==> config.mk <==
export PLATFORM = sky130hd
export DESIGN_NAME = fifo_replay_ctrl
export DESIGN_NICKNAME = d
export VERILOG_FILES = /design/src/rtl/fifo_replay_ctrl.sv
export SDC_FILE = /design/constraint.sdc
export NUM_CORES = 1
export LEC_CHECK = 0
export CAP_MARGIN = 0
export CORE_ASPECT_RATIO = 1.5
export CORE_MARGIN = 1.5
export CORE_UTILIZATION = 24
export DETAILED_ROUTE_END_ITERATION = 10
export PLACE_DENSITY = 0.45
export SYNTH_ARGS = -nofsm -noshare
export SYNTH_HDL_FRONTEND = slang
export SYNTH_SLANG_ARGS = --single-unit
==> constraint.sdc <==
create_clock -name clk -period 8.4 [get_ports clk]
set_clock_uncertainty 0.2 [all_clocks]
set_input_delay 1.26 -clock clk [delete_from_list [all_inputs] [get_ports clk]]
set_output_delay 1.26 -clock clk [all_outputs]
set_load 0.02 [all_outputs]
==> src/rtl/fifo_replay_ctrl.sv <==
// fifo_replay_ctrl: fills a FIFO with cfg_len words, waits cfg_skew cycles, then replays them cfg_repeat times.
// Optional READ_THROTTLE_EN adds rd_pause to stall READ.
module fifo_replay_ctrl #(
  parameter int ADDR_WIDTH = 13,
  parameter int REP_WIDTH  = 8,
  parameter int SKEW_WIDTH = 5
) (
  input  logic                  clk,
  input  logic                  rst_n,
  input  logic                  start,
  input  logic [ADDR_WIDTH-1:0] cfg_len,
  input  logic [REP_WIDTH-1:0]  cfg_repeat,
  input  logic [SKEW_WIDTH-1:0] cfg_skew,
  input  logic                  in_valid,
`ifdef READ_THROTTLE_EN
  input  logic                  rd_pause,
`endif
  output logic                  in_ready,
  output logic                  wr_clr,
  output logic                  wr_en,
  output logic                  wr_inc,
  output logic                  rd_clr,
  output logic                  rd_en,
  output logic                  rd_inc,
  output logic                  out_valid,
  output logic                  out_last,
  output logic                  busy,
  output logic                  done
);
  typedef enum logic [2:0] {IDLE, CLEAR, FILL, SKEW, READ, REWIND, DONE} state_t;
  state_t state_q, state_d;
  logic [ADDR_WIDTH-1:0] len_q, len_d, wr_cnt_q, wr_cnt_d, rd_cnt_q, rd_cnt_d;
  logic [REP_WIDTH-1:0]  rep_q, rep_d, pass_cnt_q, pass_cnt_d;
  logic [SKEW_WIDTH-1:0] skew_q, skew_d, skew_cnt_q, skew_cnt_d;
  logic out_valid_d, out_last_d, done_d, out_valid_q, out_last_q, done_q;
  logic pause, rd_last, pass_last;
`ifdef READ_THROTTLE_EN
  assign pause = rd_pause;
`else
  assign pause = 1'b0;
`endif
  assign rd_last   = rd_cnt_q == len_q - 1'b1;
  assign pass_last = pass_cnt_q == rep_q - 1'b1;
  always_comb begin
    state_d    = state_q;
    len_d      = len_q;
    rep_d      = rep_q;
    skew_d     = skew_q;
    wr_cnt_d   = wr_cnt_q;
    rd_cnt_d   = rd_cnt_q;
    pass_cnt_d = pass_cnt_q;
    skew_cnt_d = skew_cnt_q;
    in_ready   = 1'b0;
    wr_clr     = 1'b0;
    wr_en      = 1'b0;
    wr_inc     = 1'b0;
    rd_clr     = 1'b0;
    rd_en      = 1'b0;
    rd_inc     = 1'b0;
    case (state_q)
      IDLE: if (start) begin
        len_d   = cfg_len;
        rep_d   = cfg_repeat;
        skew_d  = cfg_skew;
        state_d = CLEAR;
      end
      CLEAR: begin
        wr_clr     = 1'b1;
        rd_clr     = 1'b1;
        wr_cnt_d   = '0;
        rd_cnt_d   = '0;
        pass_cnt_d = '0;
        skew_cnt_d = '0;
        state_d    = len_q == '0 ? DONE : FILL;
      end
      FILL: begin
        in_ready = 1'b1;
        wr_inc   = 1'b1;
        wr_en    = in_valid;
        if (in_valid) begin
          wr_cnt_d = wr_cnt_q + 1'b1;
          if (wr_cnt_q == len_q - 1'b1)
            state_d = rep_q == '0 ? DONE : skew_q != '0 ? SKEW : READ;
        end
      end
      SKEW: begin
        skew_cnt_d = skew_cnt_q + 1'b1;
        if (skew_cnt_q == skew_q - 1'b1) state_d = READ;
      end
      READ: if (!pause) begin
        rd_en    = 1'b1;
        rd_inc   = 1'b1;
        rd_cnt_d = rd_cnt_q + 1'b1;
        if (rd_last) state_d = pass_last ? DONE : REWIND;
      end
      REWIND: begin
        rd_clr     = 1'b1;
        rd_cnt_d   = '0;
        pass_cnt_d = pass_cnt_q + 1'b1;
        state_d    = READ;
      end
      DONE: state_d = IDLE;
      default: state_d = IDLE;
    endcase
    out_valid_d = rd_en;
    out_last_d  = rd_en && rd_last && pass_last;
    done_d      = state_d == DONE;
  end
  always_ff @(posedge clk or negedge rst_n) begin
    if (!rst_n) begin
      state_q     <= IDLE;
      len_q       <= '0;
      rep_q       <= '0;
      skew_q      <= '0;
      wr_cnt_q    <= '0;
      rd_cnt_q    <= '0;
      pass_cnt_q  <= '0;
      skew_cnt_q  <= '0;
      out_valid_q <= 1'b0;
      out_last_q  <= 1'b0;
      done_q      <= 1'b0;
    end else begin
      state_q     <= state_d;
      len_q       <= len_d;
      rep_q       <= rep_d;
      skew_q      <= skew_d;
      wr_cnt_q    <= wr_cnt_d;
      rd_cnt_q    <= rd_cnt_d;
      pass_cnt_q  <= pass_cnt_d;
      skew_cnt_q  <= skew_cnt_d;
      out_valid_q <= out_valid_d;
      out_last_q  <= out_last_d;
      done_q      <= done_d;
    end
  end
  assign out_valid = out_valid_q;
  assign out_last  = out_last_q;
  assign done      = done_q;
  assign busy      = state_q != IDLE;
endmodule

==> flow_summary.yaml, run 1 <==
cts:
  clkTransAtPathRegs_ps: 60
  root_buffer: "clkbuf_16"
  cts_tree: "done"
  cts_buffer_depth: 2
  cts-resized-gates: 0
  h-tree-depth: 3
  cts_sinks: 71
  clk-insertion-delay-late_ps: 340
  postCtsSetupBuffers: 0
  cts_inserted_buffers: 9
  hold_buffers: 0
placed_design:
  gp_congestion: 0.797
  dp_hpwl_um: 8320
  io_buffers: 40
critical_path:
  r2r_start: "len_q[0]$_DFFE_PN0P_"
  cp-start-kind: "flip-flop"
  endpoint_kind: "output port"
  worstSetupPathType: "reg2out"
  required_ps: 6940
  cp-startpoint: "state_q[1]$_DFF_PN0_"
  slowest_stage: "clkdlybuf4s50_1"
  crit_chain: "nand2b_1, inv_1, nand2_1, clkinv_1, clkdlybuf4s50_1"
  max_stage_delay_ps: 720
  path_max_fanout: 18
  crit_arrival_ps: 3250
synthesis:
  synth_warnings: 0
  netlist_area_um2: 4400
  post-synth-top-area-fraction: 0.404
  seq_area_frac_synth: 0.404
  synth-async-reset-ratio: 1.00
  yosysTopAreaCell: "dfrtp_1"
  synthFlopType: "dfrtp_1"
  synth_cell_types: 56
  syn_nets: 519
  avgSynthCellArea_um2: 9.15
  ys_seq_elements: 71
  ys_top_cells_by_area: "dfrtp_1, xnor2_1, xor2_1, mux2_2, nand3_1"
  synth_edf_count: 0
  synthCells: 481
sta:
  fin_tns_setup_ps: 0
  hold_violations: 0
  finalSetupViolations: 0
  slew_violations: 0
  finalCriticalPeriod_ps: 4710
  rsz0062_at_grt: "false"
  min_period_over_period: 0.560
  fmax_mhz: 213
  tightest_slew_ps: 939
  relSlewSlack: 0.374
floorplan:
  dieHeight_um: 169
  io_pins: 41
  initial_core_util: 0.245
  die-area_um2: 19200
  core_um2: 17900
  die_x_um: 114
  core.rowCount: 60
route:
  first_pass_iters: 5
  num_vias: 3541
  wirelength_um: 11400
  drc: 0
  wl_per_cell_um: 15.6
  first_iter_violations: 176
  ant_nets: 0
  vias_per_cell: 4.87
final_layout:
  drive_above_1_share: 0.0961
  final_common_cell: "dfrtp_1"
  fin_nets: 543
  n_antenna_cell: 0
  synthToLayoutAreaGrowth_pct: 19.4
  layout_common_cells: "dfrtp_1, nand2_1, clkdlybuf4s50_1"
  utilization: 0.293
  fillerInstances: 1881
global_routing:
  grt_pass1_wl_um: 18900
  antenna_found_initial: 0
  grt_pass1_vias: 3670
  gr-total-overflow: 0
  grt_use_total: 0.126
  grt_max_degree: 72
run_status:
  status: "completed"
power:
  p_sw_uw: 660
  p_sw_frac: 0.402
  power_frac_comb: 0.403
  clock_power_share: 0.234
  leakage_uw: 0.00211
  seqPwrFrac: 0.363
  peakVddDrop_uv: 104
  p_per_area_nw_per_um2: 313
  internal_power_uw: 983
job:
  drv_cap: 0
worst_hold_path:
  hold_class: "reg2reg"
  hp-start: "skew_cnt_q[4]$_DFFE_PN0P_"
through the flow:
step / total power [uW] / hold slack (ps) / setup WS (ps) / cells / area, um^2
floorplan: 1080 / 277 / 5350 / 481 / 4400
global placement: 1250 / 331 / 4160 / 711 / 4960
detailed placement: 1270 / 304 / 4030 / 711 / 4960
CTS: 1670 / 310 / 3660 / 727 / 5250
global route: 1770 / 352 / 3470 / 727 / 5250
finish: 1640 / 310 / 3690 / 727 / 5250
power groups by stage:
stage | Combinational [uW] | Sequential (uW) | Clock [uW]
2_1_floorplan | 573 | 506 | 0
3_3_place_gp | 654 | 597 | 0
3_5_place_dp | 666 | 601 | 0
4_1_cts | 671 | 597 | 398
5_1_grt | 736 | 619 | 413
6_report | 662 | 597 | 385
worst max-delay path: cells and delay by family (launching register included):
kind          cells  cell delay (ps)
buf+inv           3             1510
flops             1              540
simple gates      2              860
layout make-up:
class	count	area [um^2]	area share
multi-input cells	362	2430	0.462
flip-flops and latches	71	1780	0.338
repair buffers	42	413	0.0786
well taps	217	272	0.0517
clock buffers	12	246	0.0469
inverters	19	71.3	0.0136
clock inverters	4	45.0	0.00858
worst paths after layout:
path                            slack, ps  cells past startpoint                         to
max in group asynchronous            6530                      1   rd_cnt_q[11]$_DFFE_PN0P_
worst max register to register       4890                      9             done$_DFF_PN0_
worst max-delay path                 3690                      5                     wr_clr
worst min register to register        310                      1  skew_cnt_q[4]$_DFFE_PN0P_
min in group asynchronous             860                      1      skew_q[2]$_DFFE_PN0P_
worst min-delay path                  310                      1  skew_cnt_q[4]$_DFFE_PN0P_
cells in the mapped netlist (all sizes together) (4+ instances only):
master,instances
nor2,39
nor3,13
ha,8
mux2i,4
nand2,41
mux2,19
nand3b,6
nor2b,4
xnor2,32
and3,7
clkbuf,21
xor2,25
o211ai,5
a31oi,7
nand3,37
or2,4
buf,8
o31ai,4
inv,17
nand2b,7
or4,5
or3b,4
a21oi,8
dfrtp,71
nand4,9
or3,5
o21ai,33
cell families after synthesis:
logic type                 Yosys count  share of synthesized area
AOI/OAI and AO/OA                   80                      0.121
xor gates and xnor gates            59                      0.124
adders and majority gates            8                     0.0228
buffers and inverters               48                     0.0449
DFF                                 71                      0.404
muxes                               23                     0.0577
and+or+nand+nor                    192                      0.226
layer usage:
metal / GRT usage / vias to the layer above / part of all wire
li1: - / 1738 / -
met1: 0.144 / 1739 / 0.42
met3: 0.0197 / 12 / 0.027
met5: 0 / - / 0
met4: 0.0560 / 0 / 0.019
met2: 0.229 / 52 / 0.53
state kept, by name, summed over array words and instances, names as in the netlist:
register,count
rd_cnt_q,13
rep_q,8
out_last,1
wr_cnt_q,13
out_valid,1
skew_cnt_q,5
len_q,13
pass_cnt_q,8
done,1
state_q,3
skew_q,5
Note: power is estimated with default switching activity, not from simulation.
==> run 2: changes to the inputs <==
clock period = 4.87 ns   (was 8.4 ns; I/O delays follow)
==> run 2 against run 1 <==
  * Sequential share of layout area grew 0.12 points
  * First-iteration DRC count grew 15%
  * Routed wire length grew 0.98%
  * Flip-flop and latch count is the same
  * Combinational power grew 72%
  * Worst setup slack lost 2600 ps
  * Hold slack lost 0.90 ps
  * Critical path type unchanged
==> flow_summary.yaml, run 2 (synthesized netlist as in run 1, its figures left out) <==
route:
  first_pass_iters: 4
  wirelength_um: 11500
  drc: 0
  ant_nets: 0
  num_vias: 3561
  vias_per_cell: 4.90
  first_iter_violations: 202
  wl_per_cell_um: 15.8
cts:
  clkTransAtPathRegs_ps: 60
  clk-insertion-delay-late_ps: 340
  h-tree-depth: 3
  root_buffer: "clkbuf_16"
  cts_sinks: 71
  hold_buffers: 0
  postCtsSetupBuffers: 0
  cts-resized-gates: 0
  cts_buffer_depth: 2
  cts_tree: "done"
  cts_inserted_buffers: 9
floorplan:
  dieHeight_um: 169
  io_pins: 41
  die-area_um2: 19200
  die_x_um: 114
  core_um2: 17900
  initial_core_util: 0.245
  core.rowCount: 60
final_layout:
  reg_top3: "len_q x13, rd_cnt_q x13, wr_cnt_q x13"
  drive_above_1_share: 0.0943
  layout_common_cells: "dfrtp_1, nand2_1, clkdlybuf4s50_1"
  multiInputGateArea_um2: 2430
  fin_nets: 544
  n_antenna_cell: 0
  synthToLayoutAreaGrowth_pct: 18.9
  final_common_cell: "dfrtp_1"
  seq_area_um2: 1780
  fillerInstances: 1849
critical_path:
  endpoint_kind: "output port"
  crit_arrival_ps: 2830
  path_max_fanout: 18
  cp-start-kind: "flip-flop"
  worstSetupPathType: "reg2out"
  required_ps: 3940
  r2r_start: "state_q[1]$_DFF_PN0_"
  cp-startpoint: "state_q[1]$_DFF_PN0_"
global_routing:
  grt_use_total: 0.128
  grt_pass1_wl_um: 19200
  grt_pass1_vias: 3646
  grt_max_degree: 72
  antenna_found_initial: 0
  gr-total-overflow: 0
run_status:
  status: "completed"
sta:
  finalCriticalPeriod_ps: 3760
  fmax_mhz: 266
  rsz0062_at_grt: "false"
  relSlewSlack: 0.359
  finalSetupViolations: 0
  tightest_slew_ps: 962
  fin_tns_setup_ps: 0
  slew_violations: 0
  holdWs_ps: 309
  min_period_over_period: 0.773
  hold_violations: 0
power:
  power_frac_comb: 0.411
  internal_power_uw: 1660
  peakVddDrop_uv: 167
  p_sw_uw: 1130
  power.total_uw: 2780
  seqPwrFrac: 0.368
  p_sw_frac: 0.405
  clock_power_share: 0.221
  p_per_area_nw_per_um2: 532
  leakage_uw: 0.00211
job:
  drv_cap: 0
placed_design:
  gp_congestion: 0.828
  io_buffers: 40
  dp_hpwl_um: 8460
worst_hold_path:
  hold_class: "in2async"
run 2: cell types whose count changed in the layout (fill, tap and decap cells not counted):
| cell | previous run | this run |
|---|---|---|
| clkinv_2 | 3 | 1 |
| clkbuf_8 | 1 | 2 |
| buf_4 | 3 | 4 |
| bufinv_16 | 1 | 0 |
run 2: power groups by stage:
stage               Clock [uW]  Sequential [uW]  Combinational [uW]
global placement             0             1030                1140
finish                     616             1020                1140
floorplan                    0              873                 989
CTS                        633             1030                1160
detailed placement           0             1030                1150
global route               654             1060                1290
run 2: final timing paths:
check                                      endpoint  slack [ps]  depth (start not counted)
max                                          wr_clr        1110                          5
min                           skew_q[2]$_DFFE_PN0P_         310                          1
max reg2reg                wr_cnt_q[12]$_DFFE_PN0P_        1510                         10
min reg2reg                rd_cnt_q[12]$_DFFE_PN0P_         310                          1
max in group asynchronous      len_q[0]$_DFFE_PN0P_        3500                          1
min in group clk           rd_cnt_q[12]$_DFFE_PN0P_         310                          1
run 2: metal layers:
layer	track usage	vias to the layer above	wire (um)
met4	0.0533	0	293
met1	0.150	1731	4900
met3	0.0243	18	361
met2	0.226	69	5910
li1	-	1743	-
met5	0	-	0
run 2: stage by stage:
stage          cell area [um^2]  worst slack [ps]   util  std cells
2_1_floorplan              4400              1970      -        481
3_3_place_gp               4970              1520  0.277        712
3_5_place_dp               4970              1440  0.277        712
4_1_cts                    5230              1090  0.292        726
5_1_grt                    5230               872  0.292        726
6_report                   5230              1110  0.292        726
run 2: final cells by class:
cell class	count	area share
Multi-Input combinational cell	362	0.464
Sequential cell	71	0.340
Timing Repair Buffer	43	0.0803
Tap cell	217	0.0519
Clock buffer	13	0.0497
Inverter	19	0.0136
Clock inverter	1	0.000956
run 2: worst max-delay path: stages, from the launching register on:
cell	delay, ps
dfrtp_1	540
nand2b_1	600
inv_1	290
nand2_1	330
clkinv_1	160
clkdlybuf4s50_1	570
==> run 3: changes to the inputs <==
PLACE_DENSITY = 0.46   (was 0.45)
clock period = 3.2 ns   (was 4.87 ns; I/O delays follow)
==> run 3 against run 2 <==
  * Critical path depth increased by 4
  * Final cell count rose by 1.7%
  * Global-route usage decreased by 0.14 points
  * Utilization rose by 0.64 points
  * Via count is 0.62% higher
  * Non-clock buffer count up 10
  * Combinational power increased by 65%
  * Worst setup slack lost 920 ps
  * Clock power up 64%
  * Sequential power rose by 50%
==> flow_summary.yaml, run 3 (synthesized netlist as in run 1, its figures left out) <==
final_layout:
  drive_above_1_share: 0.115
  final_common_cell: "dfrtp_1"
  reg_top3: "len_q x13, rd_cnt_q x13, wr_cnt_q x13"
  layout_common_cells: "dfrtp_1, nand2_1, clkdlybuf4s50_1"
  n_antenna_cell: 0
  fin_nets: 554
  synthToLayoutAreaGrowth_pct: 21.6
  fillerInstances: 1891
  final_area_um2: 5350
cts:
  clk-insertion-delay-late_ps: 340
  h-tree-depth: 3
  cts_inserted_buffers: 9
  cts_sinks: 71
  clkTransAtPathRegs_ps: 60
  cts-resized-gates: 0
  root_buffer: "clkbuf_16"
  cts_buffer_depth: 2
  hold_buffers: 0
  cts_tree: "done"
  postCtsSetupBuffers: 0
power:
  p_sw_frac: 0.400
  internal_power_uw: 2650
  seqPwrFrac: 0.347
  peakVddDrop_uv: 258
  p_per_area_nw_per_um2: 827
  clock_power_share: 0.228
  leakage_uw: 0.00217
  p_sw_uw: 1770
  power_frac_comb: 0.425
route:
  first_pass_iters: 4
  ant_nets: 0
  num_vias: 3583
  vias_per_cell: 4.86
  wirelength_um: 11700
  first_iter_violations: 289
  wl_per_cell_um: 15.8
  drc: 0
floorplan:
  die-area_um2: 19200
  initial_core_util: 0.245
  io_pins: 41
  dieHeight_um: 169
  die_x_um: 114
  core.rowCount: 60
  core_um2: 17900
sta:
  hold_violations: 0
  finalSetupViolations: 0
  tightest_slew_ps: 940
  relSlewSlack: 0.373
  rsz0062_at_grt: "false"
  finalCriticalPeriod_ps: 3020
  fin_tns_setup_ps: 0
  slew_violations: 0
  fmax_mhz: 331
  min_period_over_period: 0.943
placed_design:
  io_buffers: 40
  gp_congestion: 0.830
  place_area_um2: 5040
  dp_hpwl_um: 8830
global_routing:
  met1_usage: 0.148
  gr-max-usage-layer: "met2"
  met3_usage: 0.0261
  antenna_found_initial: 0
  gr-total-overflow: 0
  grt_pass1_vias: 3600
  grtUsageMet2: 0.227
  grt_use_total: 0.127
  grt_pass1_wl_um: 18800
  grt_max_degree: 72
critical_path:
  endpoint_kind: "flip-flop"
  cp-start-kind: "flip-flop"
  path_max_fanout: 7
  required_ps: 3250
  rrSetupSlack_ps: 180
  crit_arrival_ps: 3070
  worstSetupPathType: "reg2reg"
worst_hold_path:
  hold_class: "in2async"
run_status:
  status: "completed"
job:
  drv_cap: 0
## run 3: changes by cell type in the layout (fill, tap and decap cells not counted), sizes merged
cell and delta:
clkbuf -1, bufinv +1, clkinv +2, buf +10
## run 3: area by class of cell
cell class | count | area, um^2 | area share
multi-input combinational | 362 | 2440 | 0.456
sequential | 71 | 1780 | 0.332
timing repair buffer | 53 | 495 | 0.0927
tap | 217 | 272 | 0.0508
clock buffer | 12 | 246 | 0.0461
inverter | 19 | 71.3 | 0.0133
clock inverter | 4 | 45.0 | 0.00842
## run 3: per-layer routing
layer	vias to the layer above	wire [um]
li1	1769	-
met1	1734	4990
met2	64	6100
met3	16	356
met4	0	205
met5	-	0
## run 3: path summary, 6_finish.rpt
check / startpoint / endpoint / cells past startpoint
max: len_q[0]$_DFFE_PN0P_ / done$_DFF_PN0_ / 9
min: rst_n / wr_cnt_q[1]$_DFFE_PN0P_ / 1
max reg2reg: len_q[0]$_DFFE_PN0P_ / done$_DFF_PN0_ / 9
min reg2reg: rd_cnt_q[12]$_DFFE_PN0P_ / rd_cnt_q[12]$_DFFE_PN0P_ / 1
max in group asynchronous: rst_n / rd_cnt_q[3]$_DFFE_PN0P_ / 1
min in group clk: rd_cnt_q[12]$_DFFE_PN0P_ / rd_cnt_q[12]$_DFFE_PN0P_ / 1
## run 3: worst max-delay path, cell delays in order, from the launching register on
cell,delay [ps]
dfrtp_1,450
inv_1,100
ha_1,170
or3b_1,500
nor4b_1,350
a211oi_1,140
a2111oi_4,370
nand4_1,180
o21a_1,240
a211oi_2,230
## run 3: stage by stage
| stage | setup WS, ps | hold slack, ps | power, uW | util | instances |
|---|---|---|---|---|---|
| floorplan | 297 | -15.6 | 2830 | - | 481 |
| global placement | 271 | 310 | 3390 | 0.281 | 722 |
| detailed placement | 162 | 324 | 3420 | 0.281 | 722 |
| CTS | 138 | 135 | 4460 | 0.297 | 738 |
| global route | 11.8 | 187 | 4740 | 0.298 | 738 |
| finish | 183 | 95.2 | 4420 | 0.298 | 738 |
## run 3: power by group through the flow
| stage | Sequential, uW | Clock, uW | Combinational (uW) |
|---|---|---|---|
| after floorplan | 1330 | 0 | 1500 |
| final | 1530 | 1010 | 1880 |
| after global placement | 1540 | 0 | 1850 |
| after CTS | 1540 | 1040 | 1880 |
| after global routing | 1580 | 1070 | 2080 |
| after detailed placement | 1550 | 0 | 1870 |
